$ cat config.mk
export PLATFORM = sky130hd
export DESIGN_NAME = pipe_hazard_ctrl_flat
export DESIGN_NICKNAME = d
export VERILOG_FILES = /design/src/rtl/pipe_hazard_ctrl_if.sv /design/src/rtl/pipe_hazard_ctrl.sv /design/src/flat_wrapper.sv
export SDC_FILE = /design/constraint.sdc
export NUM_CORES = 1
export LEC_CHECK = 0
export CORE_ASPECT_RATIO = 1.2
export CORE_MARGIN = 4
export CORE_UTILIZATION = 54
export CTS_BUF_LIST = sky130_fd_sc_hd__clkbuf_8
export CTS_CLUSTER_SIZE = 8
export DETAILED_ROUTE_END_ITERATION = 8
export PLACE_DENSITY = 0.89
export SLEW_MARGIN = 20
export SYNTH_ARGS = -nofsm -noshare
export SYNTH_HDL_FRONTEND = slang
export SYNTH_SLANG_ARGS = --single-unit
$ cat constraint.sdc
create_clock -name clk -period 5.4 [get_ports clk]
set_input_delay 0.54 -clock clk [delete_from_list [all_inputs] [get_ports clk]]
set_output_delay 0.54 -clock clk [all_outputs]
set_load 0.05 [all_outputs]
$ cat src/rtl/pipe_hazard_ctrl_if.sv
// Pipeline-control bundle between the RV32 datapath (master) and the hazard controller (slave).
interface pipe_hazard_ctrl_if #(
  parameter int NUM_STAGES = 5,
  parameter int REG_ADDR_W = 5,
  parameter int CNT_W      = 32
);
  logic [REG_ADDR_W-1:0] id_r1;
  logic [REG_ADDR_W-1:0] id_r2;
  logic                  id_use_r1;
  logic                  id_use_r2;
  logic [REG_ADDR_W-1:0] idex_rd;
  logic                  idex_mem_re;
  logic                  ex_br_jmp_en;
  logic                  exmem_mem_re;
  logic                  exmem_mem_wr;
  logic                  dmem_ready;
  logic                  imem_ready;
  logic                  cnt_clr;
  logic [NUM_STAGES-1:0] stall_o;
  logic [NUM_STAGES-1:0] flush_o;
  logic                  mem_busy_o;
  logic [CNT_W-1:0]      stall_cycles_o;
  logic [CNT_W-1:0]      flush_events_o;

  modport master (
    output id_r1, id_r2, id_use_r1, id_use_r2, idex_rd, idex_mem_re, ex_br_jmp_en,
           exmem_mem_re, exmem_mem_wr, dmem_ready, imem_ready, cnt_clr,
    input  stall_o, flush_o, mem_busy_o, stall_cycles_o, flush_events_o
  );

  modport slave (
    input  id_r1, id_r2, id_use_r1, id_use_r2, idex_rd, idex_mem_re, ex_br_jmp_en,
           exmem_mem_re, exmem_mem_wr, dmem_ready, imem_ready, cnt_clr,
    output stall_o, flush_o, mem_busy_o, stall_cycles_o, flush_events_o
  );
endinterface

$ cat src/rtl/pipe_hazard_ctrl.sv
// Stall/flush generator for the 5-stage RV32 pipeline: load-use, branch, fetch wait, data-memory wait.
// Outputs are combinational from inputs plus WAIT state (zero added latency); dmem wait holds until released.
module pipe_hazard_ctrl #(
  parameter int NUM_STAGES = 5,
  parameter int REG_ADDR_W = 5,
  parameter int DMEM_LAT   = 2,
  parameter int USE_READY  = 0,
  parameter int CNT_W      = 32
) (
  input logic               clk,
  input logic               rst,
  pipe_hazard_ctrl_if.slave bus
);

  localparam int LAT_W = (DMEM_LAT > 2) ? $clog2(DMEM_LAT) : 1;
  localparam logic [LAT_W-1:0] LAT_LOAD = LAT_W'((DMEM_LAT > 0) ? DMEM_LAT - 1 : 0);

  typedef enum logic {ST_IDLE, ST_WAIT} state_t;

  state_t                state, state_nxt;
  logic [LAT_W-1:0]      lat_cnt, lat_cnt_nxt;
  logic [REG_ADDR_W-1:0] rd;
  logic                  acc, lu, memwait, br_flush;
  logic [NUM_STAGES-1:0] stall, flush;
  logic [CNT_W-1:0]      stall_cnt, flush_cnt;

  assign rd  = bus.idex_rd;
  assign acc = bus.exmem_mem_re | bus.exmem_mem_wr;
  assign lu  = bus.idex_mem_re && (rd != '0) &&
               ((bus.id_use_r1 && (bus.id_r1 == rd)) || (bus.id_use_r2 && (bus.id_r2 == rd)));

  always_ff @(posedge clk or posedge rst) begin
    if (rst) begin
      state   <= ST_IDLE;
      lat_cnt <= '0;
    end else begin
      state   <= state_nxt;
      lat_cnt <= lat_cnt_nxt;
    end
  end

  always_comb begin
    state_nxt   = state;
    lat_cnt_nxt = lat_cnt;
    memwait     = 1'b0;
    if (USE_READY != 0) begin
      case (state)
        ST_IDLE: if (acc && !bus.dmem_ready) begin
          memwait   = 1'b1;
          state_nxt = ST_WAIT;
        end
        ST_WAIT: begin
          memwait = !bus.dmem_ready;
          if (bus.dmem_ready) state_nxt = ST_IDLE;
        end
        default: state_nxt = ST_IDLE;
      endcase
    end else if (DMEM_LAT != 0) begin
      // The release cycle (lat_cnt==0) lets the access advance, so each access pays exactly DMEM_LAT.
      case (state)
        ST_IDLE: if (acc) begin
          memwait     = 1'b1;
          lat_cnt_nxt = LAT_LOAD;
          state_nxt   = ST_WAIT;
        end
        ST_WAIT: begin
          if (lat_cnt != '0) begin
            memwait     = 1'b1;
            lat_cnt_nxt = lat_cnt - 1'b1;
          end else begin
            state_nxt = ST_IDLE;
          end
        end
        default: state_nxt = ST_IDLE;
      endcase
    end
  end

  // A branch seen during a memory wait stays pending in the frozen EX stage and flushes on release.
  always_comb begin
    stall    = '0;
    flush    = '0;
    br_flush = 1'b0;
    if (rst) begin
      stall = '0;
    end else if (memwait) begin
      stall[3:0] = 4'b1111;
      flush[4]   = 1'b1;
    end else if (bus.ex_br_jmp_en) begin
      flush[2:1] = 2'b11;
      br_flush   = 1'b1;
    end else if (lu) begin
      stall[1:0] = 2'b11;
      flush[2]   = 1'b1;
    end else if (!bus.imem_ready) begin
      stall[0] = 1'b1;
      flush[1] = 1'b1;
    end
  end

  always_ff @(posedge clk or posedge rst) begin
    if (rst) begin
      stall_cnt <= '0;
      flush_cnt <= '0;
    end else begin
      if (bus.cnt_clr)      stall_cnt <= '0;
      else if (stall != '0) stall_cnt <= stall_cnt + 1'b1;
      if (bus.cnt_clr)      flush_cnt <= '0;
      else if (br_flush)    flush_cnt <= flush_cnt + 1'b1;
    end
  end

  assign bus.stall_o        = stall;
  assign bus.flush_o        = flush;
  assign bus.mem_busy_o     = (state == ST_WAIT) && !rst;
  assign bus.stall_cycles_o = stall_cnt;
  assign bus.flush_events_o = flush_cnt;

endmodule

$ cat src/flat_wrapper.sv
// flat-port wrapper written by rule: the top's interface ports become plain ports
module pipe_hazard_ctrl_flat 
#(
  parameter int NUM_STAGES = 5,
  parameter int REG_ADDR_W = 5,
  parameter int DMEM_LAT   = 2,
  parameter int USE_READY  = 0,
  parameter int CNT_W      = 32
)
  (clk, rst, bus_id_r1, bus_id_r2, bus_id_use_r1, bus_id_use_r2, bus_idex_rd, bus_idex_mem_re, bus_ex_br_jmp_en, bus_exmem_mem_re, bus_exmem_mem_wr, bus_dmem_ready, bus_imem_ready, bus_cnt_clr, bus_stall_o, bus_flush_o, bus_mem_busy_o, bus_stall_cycles_o, bus_flush_events_o);
  pipe_hazard_ctrl_if #(.NUM_STAGES(NUM_STAGES), .REG_ADDR_W(REG_ADDR_W), .CNT_W(CNT_W)) bus_i ();
  input logic clk;
  input logic rst;
  input wire logic [$bits(bus_i.id_r1)-1:0] bus_id_r1;
  input wire logic [$bits(bus_i.id_r2)-1:0] bus_id_r2;
  input wire logic [$bits(bus_i.id_use_r1)-1:0] bus_id_use_r1;
  input wire logic [$bits(bus_i.id_use_r2)-1:0] bus_id_use_r2;
  input wire logic [$bits(bus_i.idex_rd)-1:0] bus_idex_rd;
  input wire logic [$bits(bus_i.idex_mem_re)-1:0] bus_idex_mem_re;
  input wire logic [$bits(bus_i.ex_br_jmp_en)-1:0] bus_ex_br_jmp_en;
  input wire logic [$bits(bus_i.exmem_mem_re)-1:0] bus_exmem_mem_re;
  input wire logic [$bits(bus_i.exmem_mem_wr)-1:0] bus_exmem_mem_wr;
  input wire logic [$bits(bus_i.dmem_ready)-1:0] bus_dmem_ready;
  input wire logic [$bits(bus_i.imem_ready)-1:0] bus_imem_ready;
  input wire logic [$bits(bus_i.cnt_clr)-1:0] bus_cnt_clr;
  output wire logic [$bits(bus_i.stall_o)-1:0] bus_stall_o;
  output wire logic [$bits(bus_i.flush_o)-1:0] bus_flush_o;
  output wire logic [$bits(bus_i.mem_busy_o)-1:0] bus_mem_busy_o;
  output wire logic [$bits(bus_i.stall_cycles_o)-1:0] bus_stall_cycles_o;
  output wire logic [$bits(bus_i.flush_events_o)-1:0] bus_flush_events_o;
  assign bus_i.id_r1 = bus_id_r1;
  assign bus_i.id_r2 = bus_id_r2;
  assign bus_i.id_use_r1 = bus_id_use_r1;
  assign bus_i.id_use_r2 = bus_id_use_r2;
  assign bus_i.idex_rd = bus_idex_rd;
  assign bus_i.idex_mem_re = bus_idex_mem_re;
  assign bus_i.ex_br_jmp_en = bus_ex_br_jmp_en;
  assign bus_i.exmem_mem_re = bus_exmem_mem_re;
  assign bus_i.exmem_mem_wr = bus_exmem_mem_wr;
  assign bus_i.dmem_ready = bus_dmem_ready;
  assign bus_i.imem_ready = bus_imem_ready;
  assign bus_i.cnt_clr = bus_cnt_clr;
  assign bus_stall_o = bus_i.stall_o;
  assign bus_flush_o = bus_i.flush_o;
  assign bus_mem_busy_o = bus_i.mem_busy_o;
  assign bus_stall_cycles_o = bus_i.stall_cycles_o;
  assign bus_flush_events_o = bus_i.flush_events_o;
  pipe_hazard_ctrl #(.NUM_STAGES(NUM_STAGES), .REG_ADDR_W(REG_ADDR_W), .DMEM_LAT(DMEM_LAT), .USE_READY(USE_READY), .CNT_W(CNT_W)) u_core (.clk(clk), .rst(rst), .bus(bus_i));
endmodule
# Word-level counts from Yosys, hierarchy flattened
# Cells that the tools add are included.
# Widths: inputs -> output; s select.
op_classes:
  reduce_logical: 11
  n_mux: 26
  n_addsub: 3
  bitwise_logic: 2
  eq_ne: 3
ops:
  columns: ["cell", "count"]
  rows:
  - ["$mux 32", 4]
  - ["$add 32x1->32 const B", 2]
  - ["$mux 1", 13]
  - ["$mux 2", 6]
  - ["$eq 5x5->1", 2]
  - ["$reduce_bool 5->1", 2]
  - ["$logic_and 1x1->1", 5]
  - ["$mux 4", 1]
  - ["$pmux 1 s2", 2]
  - ["$reduce_bool 2->1", 2]
  - ["$ne 2x1->1 const B", 1]
  - ["$logic_not 1->1", 1]
  - ["$logic_or 1x1->1", 1]
  - ["$not 1->1", 1]
  - ["$or 1x1->1", 1]
  - ["$sub 1x1->1 const B", 1]
word_totals:
  elab_cells: 49
  out_inout_bits: 75
  regBits: 66
  input_bits: 26

# Longest topological paths before layout
depth:
  word_depth: 11
  mapped_depth: 8
  ltp_nobuf: 6

# Worst setup path after synthesis
# Ideal clock, no wire load.
synth_timing:
  kind: "input port to flip-flop"
  from: "in rst"
  to: "reg u_core.flush_cnt[20] (netlist: u_core.bus.flush_events_o[20])"
  slack_ps: 1808
  path_stages: 6
  arrival_ps: 3460
  path_buffers: 0
  setup_time_ps: 132
  required_time_ps: 5268
  cell_sequence: "inv_1 o2111ai_1 nor3_1 nand4_1 xor2_1 nor2_1"
synth_between:
  elab_chain_cells: 2
synth_lines:
  columns: ["item", "line", "source"]
  rows:
  - ["start: declaration", "flat_wrapper.sv:13", "input logic rst;"]
  - ["$mux 1", "pipe_hazard_ctrl.sv:84", "if (rst) begin"]
  - ["$reduce_bool 2->1 (no line)", null, null]
  - ["end signal: assignment", "pipe_hazard_ctrl.sv:109", "else if (br_flush) flush_cnt <= flush_cnt + 1'b1;"]
  - ["end: declaration", "pipe_hazard_ctrl.sv:25", "logic [CNT_W-1:0] stall_cnt, flush_cnt;"]
# No other way between the ends.
# A chain may end at the register's enable or synchronous reset.

# Worst setup path after layout
layout_timing:
  from: "in bus_idex_rd[0]"
  to: "out bus_stall_o[0]"
layout_between:
  elab_chain_cells: 8
  word_cells_on_any_way: 12
  classes_between: "2 x eq/ne; 4 x mux; 6 x reduce/logical"
layout_lines:
  columns: ["item", "line", "source"]
  rows:
  - ["start: declaration", "flat_wrapper.sv:18", "input wire logic [$bits(bus_i.idex_rd)-1:0] bus_idex_rd;"]
  - ["$eq 5x5->1", "pipe_hazard_ctrl.sv:30", "((bus.id_use_r1 && (bus.id_r1 == rd)) || (bus.id_use_r2 && (bus.id_r2 == rd)));"]
  - ["$logic_and 1x1->1", "pipe_hazard_ctrl.sv:30", null]
  - ["$logic_or 1x1->1", "pipe_hazard_ctrl.sv:30", null]
  - ["$logic_and 1x1->1 (*)", "pipe_hazard_ctrl.sv:29", "assign lu = bus.idex_mem_re && (rd != '0) &&"]
  - ["$mux 1 (*)", "pipe_hazard_ctrl.sv:92", "end else if (lu) begin"]
  - ["$mux 2 (*)", "pipe_hazard_ctrl.sv:89", "end else if (bus.ex_br_jmp_en) begin"]
  - ["$mux 2 (*)", "pipe_hazard_ctrl.sv:86", "end else if (memwait) begin"]
  - ["$mux 4 (*)", "pipe_hazard_ctrl.sv:84", null]
  - ["end: declaration", "flat_wrapper.sv:26", "output wire logic [$bits(bus_i.stall_o)-1:0] bus_stall_o;"]
# Mark *: on every way between the ends. The rest lies on a longest branch, timed or not.

==> flow_summary_export.csv <==
group,metric,value,unit
clock_tree,clk_latency,340,ps
critical_path,worst-path-buf-inv,3,
sta,finClkSkew,12.4,ps
finish,mostFrequentLayoutCells,"clkdlybuf4s50_1, dfrtp_1, nor2_1",
finish,n_antenna_cell,0,
synthesis,synth_edf_count,0,
critical_path,r2r-start,"u_core.bus.stall_cycles_o[2]$_DFFE_PP0P_",
floorplan,rows,32,
synthesis,synth_cells,387,
floorplan,die_x,82.9,um
sta,fin_ws,1460,ps
critical_path,required,4860,ps
finish,final_area,4810,um2
critical_path,crit_chain,"clkdlybuf4s50_1, or4_1, o21a_1, a31oi_4, inv_1, clkdlybuf4s50_1",
sta,maxSlewViolCount,0,
finish,seq_area,1650,um2
finish,multi_input_area,1850,um2
sta,max_freq,0.254,GHz
place,gp_congestion,0.758,
global_route,grt_pass1_wl,15.5,mm
synthesis,syn_area,3630,um2
drt,final_antenna_net_count,0,
critical_path,r2r-end,"u_core.bus.stall_cycles_o[19]$_DFFE_PP0P_",
clock_tree,postCtsResizedCells,0,
floorplan,fp.coreArea,6490,um2
clock_tree,clk_pin_slew_worst_paths,70,ps
finish,nNetsFinal,504,
sta,hold_violations,0,
critical_path,rrSetupSlack,2970,ps
sta,worstMarginPinSlew,915,ps
global_route,gr-total-overflow,0,
sta,setup_violations,0,
sta,tns,0,ps
clock_tree,postCtsSetupRepairBufs,0,
clock_tree,cts_root_buf,"clkbuf_8",
place,io_buffers,96,
drt,wl,9.16,mm
power,ir_worst_vdd,0.000229,V
clock_tree,cts_sinks,66,
synthesis,ys.flop_type,"dfrtp_1",
sta,relSlewSlack,39.0,%
drt,drt_iter0_markers,256,
critical_path,worstSetupStartpointType,"input pin",
critical_path,arrival,3400,ps
floorplan,die_h,97.9,um
synthesis,ys_ff_latch,66,
critical_path,crit_start,"bus_idex_rd[0]",
power,clkPwrFrac,35.1,%
finish,layout-drive-gt1-share,8.11,%
synthesis,ys_async_sr_fraction,100,%
critical_path,path_max_fanout,36,
synthesis,avgSynthCellArea,9.39,um2
finish,utilization,74.2,%
global_route,grt_pass1_vias,3237,
clock_tree,clk_path_buf_depth,2,
floorplan,die_area,8110,um2
global_route,track_usage,23.1,%
power,power_frac_seq,42.8,%
power,p_sw,386,uW
run_status,run_status,"complete, no violations",
place,preCtsSetupSlack,1480,ps
drt,vias_per_cell,5.75,
drt,drt-pass1-iter-count,4,
run,maxCapViolations,0,
min_path,worstHoldEndpoint,"u_core.lat_cnt$_DFFE_PP0P_",
critical_path,crit_type,"in2out",
synthesis,ys_warn_count,0,
global_route,antenna_found_initial,0,
global_route,grt_max_degree,70,
place,dpl_cell_area,4610,um2
floorplan,ios,101,
min_path,hp-class,"reg2reg",
sta,finalCritPeriodShare,73.0,%
critical_path,slowest_stage,"a31oi_4",
power,p_int,830,uW
critical_path,r2r_cells,5,
min_path,timing.hold.worst_path_depth,1,
critical_path,slowest_delay,760,ps
critical_path,end_kind,"output port",
clock_tree,cts_hold_buffers,0,
drt,drc,0,
power,p_per_area,253,nW/um2
finish,layout_commonest_cell,"clkdlybuf4s50_1",
critical_path,cp_common_cell,"clkdlybuf4s50_1",
drt,via_count,3254,
clock_tree,cts_tree,"done",
sta,rsz0062_at_grt,"false",
finish,fillers,493,
clock_tree,cts_buffers,9,
critical_path,critical_path.top_delay_family,"buffers and inverters",
place,hpwlAfterDp,6.32,mm
power,p_leak,1.89,nW
floorplan,initial_core_util,56.0,%
clock_tree,htree_levels,3,
min_path,hold_start,"u_core.state$_DFF_PP0_",
power,swShare,31.8,%
synthesis,synth_cell_types,48,
finish,synthToLayoutAreaGrowth,32.5,%
synthesis,yosysSeqAreaShare,45.5,%
power,p_comb_share,22.1,%
sta,min_period,3940,ps
drt,drt-wirelength-per-cell,16.2,um
==> cells by family (layout without fill, tap and decap cells) <==
kind of cell / Yosys count / count (layout) / share of synthesized area (%)
flip-flops: 66 / 66 / 45.5
buffers and inverters: 29 / 121 / 3.72
other: 1 / 3 / 0.103
XOR/XNOR: 40 / 40 / 9.64
adder cells (fa/ha/maj): 2 / 2 / 0.689
AND/OR/NAND/NOR: 175 / 175 / 26.8
AO/OA/AOI/OAI: 70 / 70 / 12.4
multiplexers: 4 / 4 / 1.21
==> stage by stage <==
stage / hold slack (ps) / std cells / total power [mW]
after global routing: 543 / 566 / 1.26
after detailed placement: 503 / 550 / 0.800
after floorplan: 454 / 389 / 0.720
final: 512 / 566 / 1.22
after global placement: 481 / 550 / 0.793
after CTS: 524 / 566 / 1.22
==> per-layer routing <==
metal | vias to the layer above | share of wire, % | global-route usage (%) | routed length (um)
li1 | 1552 | - | - | -
met1 | 1577 | 41 | 28.0 | 3730
met2 | 112 | 52 | 39.3 | 4750
met3 | 13 | 5.8 | 6.08 | 529
met4 | 0 | 1.6 | 8.81 | 146
met5 | - | 0 | 0 | 0
==> power groups by stage <==
stage / logic [mW] / clock network [mW] / registers (mW)
detailed placement: 0.270 / 0 / 0.530
global placement: 0.265 / 0 / 0.528
CTS: 0.271 / 0.431 / 0.520
global route: 0.284 / 0.456 / 0.522
floorplan: 0.173 / 0 / 0.548
finish: 0.269 / 0.427 / 0.520
==> synthesized netlist by cell type (all sizes together), types with 7 or more instances <==
master | number | area, um2
a21oi | 29 | 145
and4 | 10 | 90.1
buf | 8 | 55.1
clkbuf | 14 | 53.8
dfrtp | 66 | 1650
inv | 7 | 26.3
nand2 | 26 | 97.6
nand3 | 21 | 118
nand4 | 11 | 68.8
nor2 | 45 | 169
nor2b | 7 | 43.8
nor3 | 7 | 45.0
o21ai | 17 | 85.1
o31ai | 11 | 82.6
or3 | 17 | 110
or4 | 12 | 91.3
xnor2 | 18 | 158
xor2 | 22 | 193
==> layout make-up <==
type / instances / share of cell area (%)
Tap cell: 85 / 2.21
Clock inverter: 5 / 1.12
Multi-Input combinational cell: 294 / 38.5
Sequential cell: 66 / 34.3
Timing Repair Buffer: 98 / 20.2
Inverter: 7 / 0.546
Clock buffer: 11 / 3.14
==> flip-flops by register name (all words and copies together) (netlist names) <==
signal and count:
u_core.bus.flush_events_o 32, u_core.bus.stall_cycles_o 32, u_core.lat_cnt 1, u_core.state 1
==> worst max path at each step <==
stage,to,depth (start not counted)
floorplan,u_core.bus.flush_events_o[20]$_DFFE_PP0P_,6
global placement,bus_stall_o[0],6
detailed placement,bus_stall_o[0],6
CTS,bus_stall_o[0],6
global route,bus_stall_o[0],6
finish,bus_stall_o[0],6
Power figures use the tool's default switching activity.
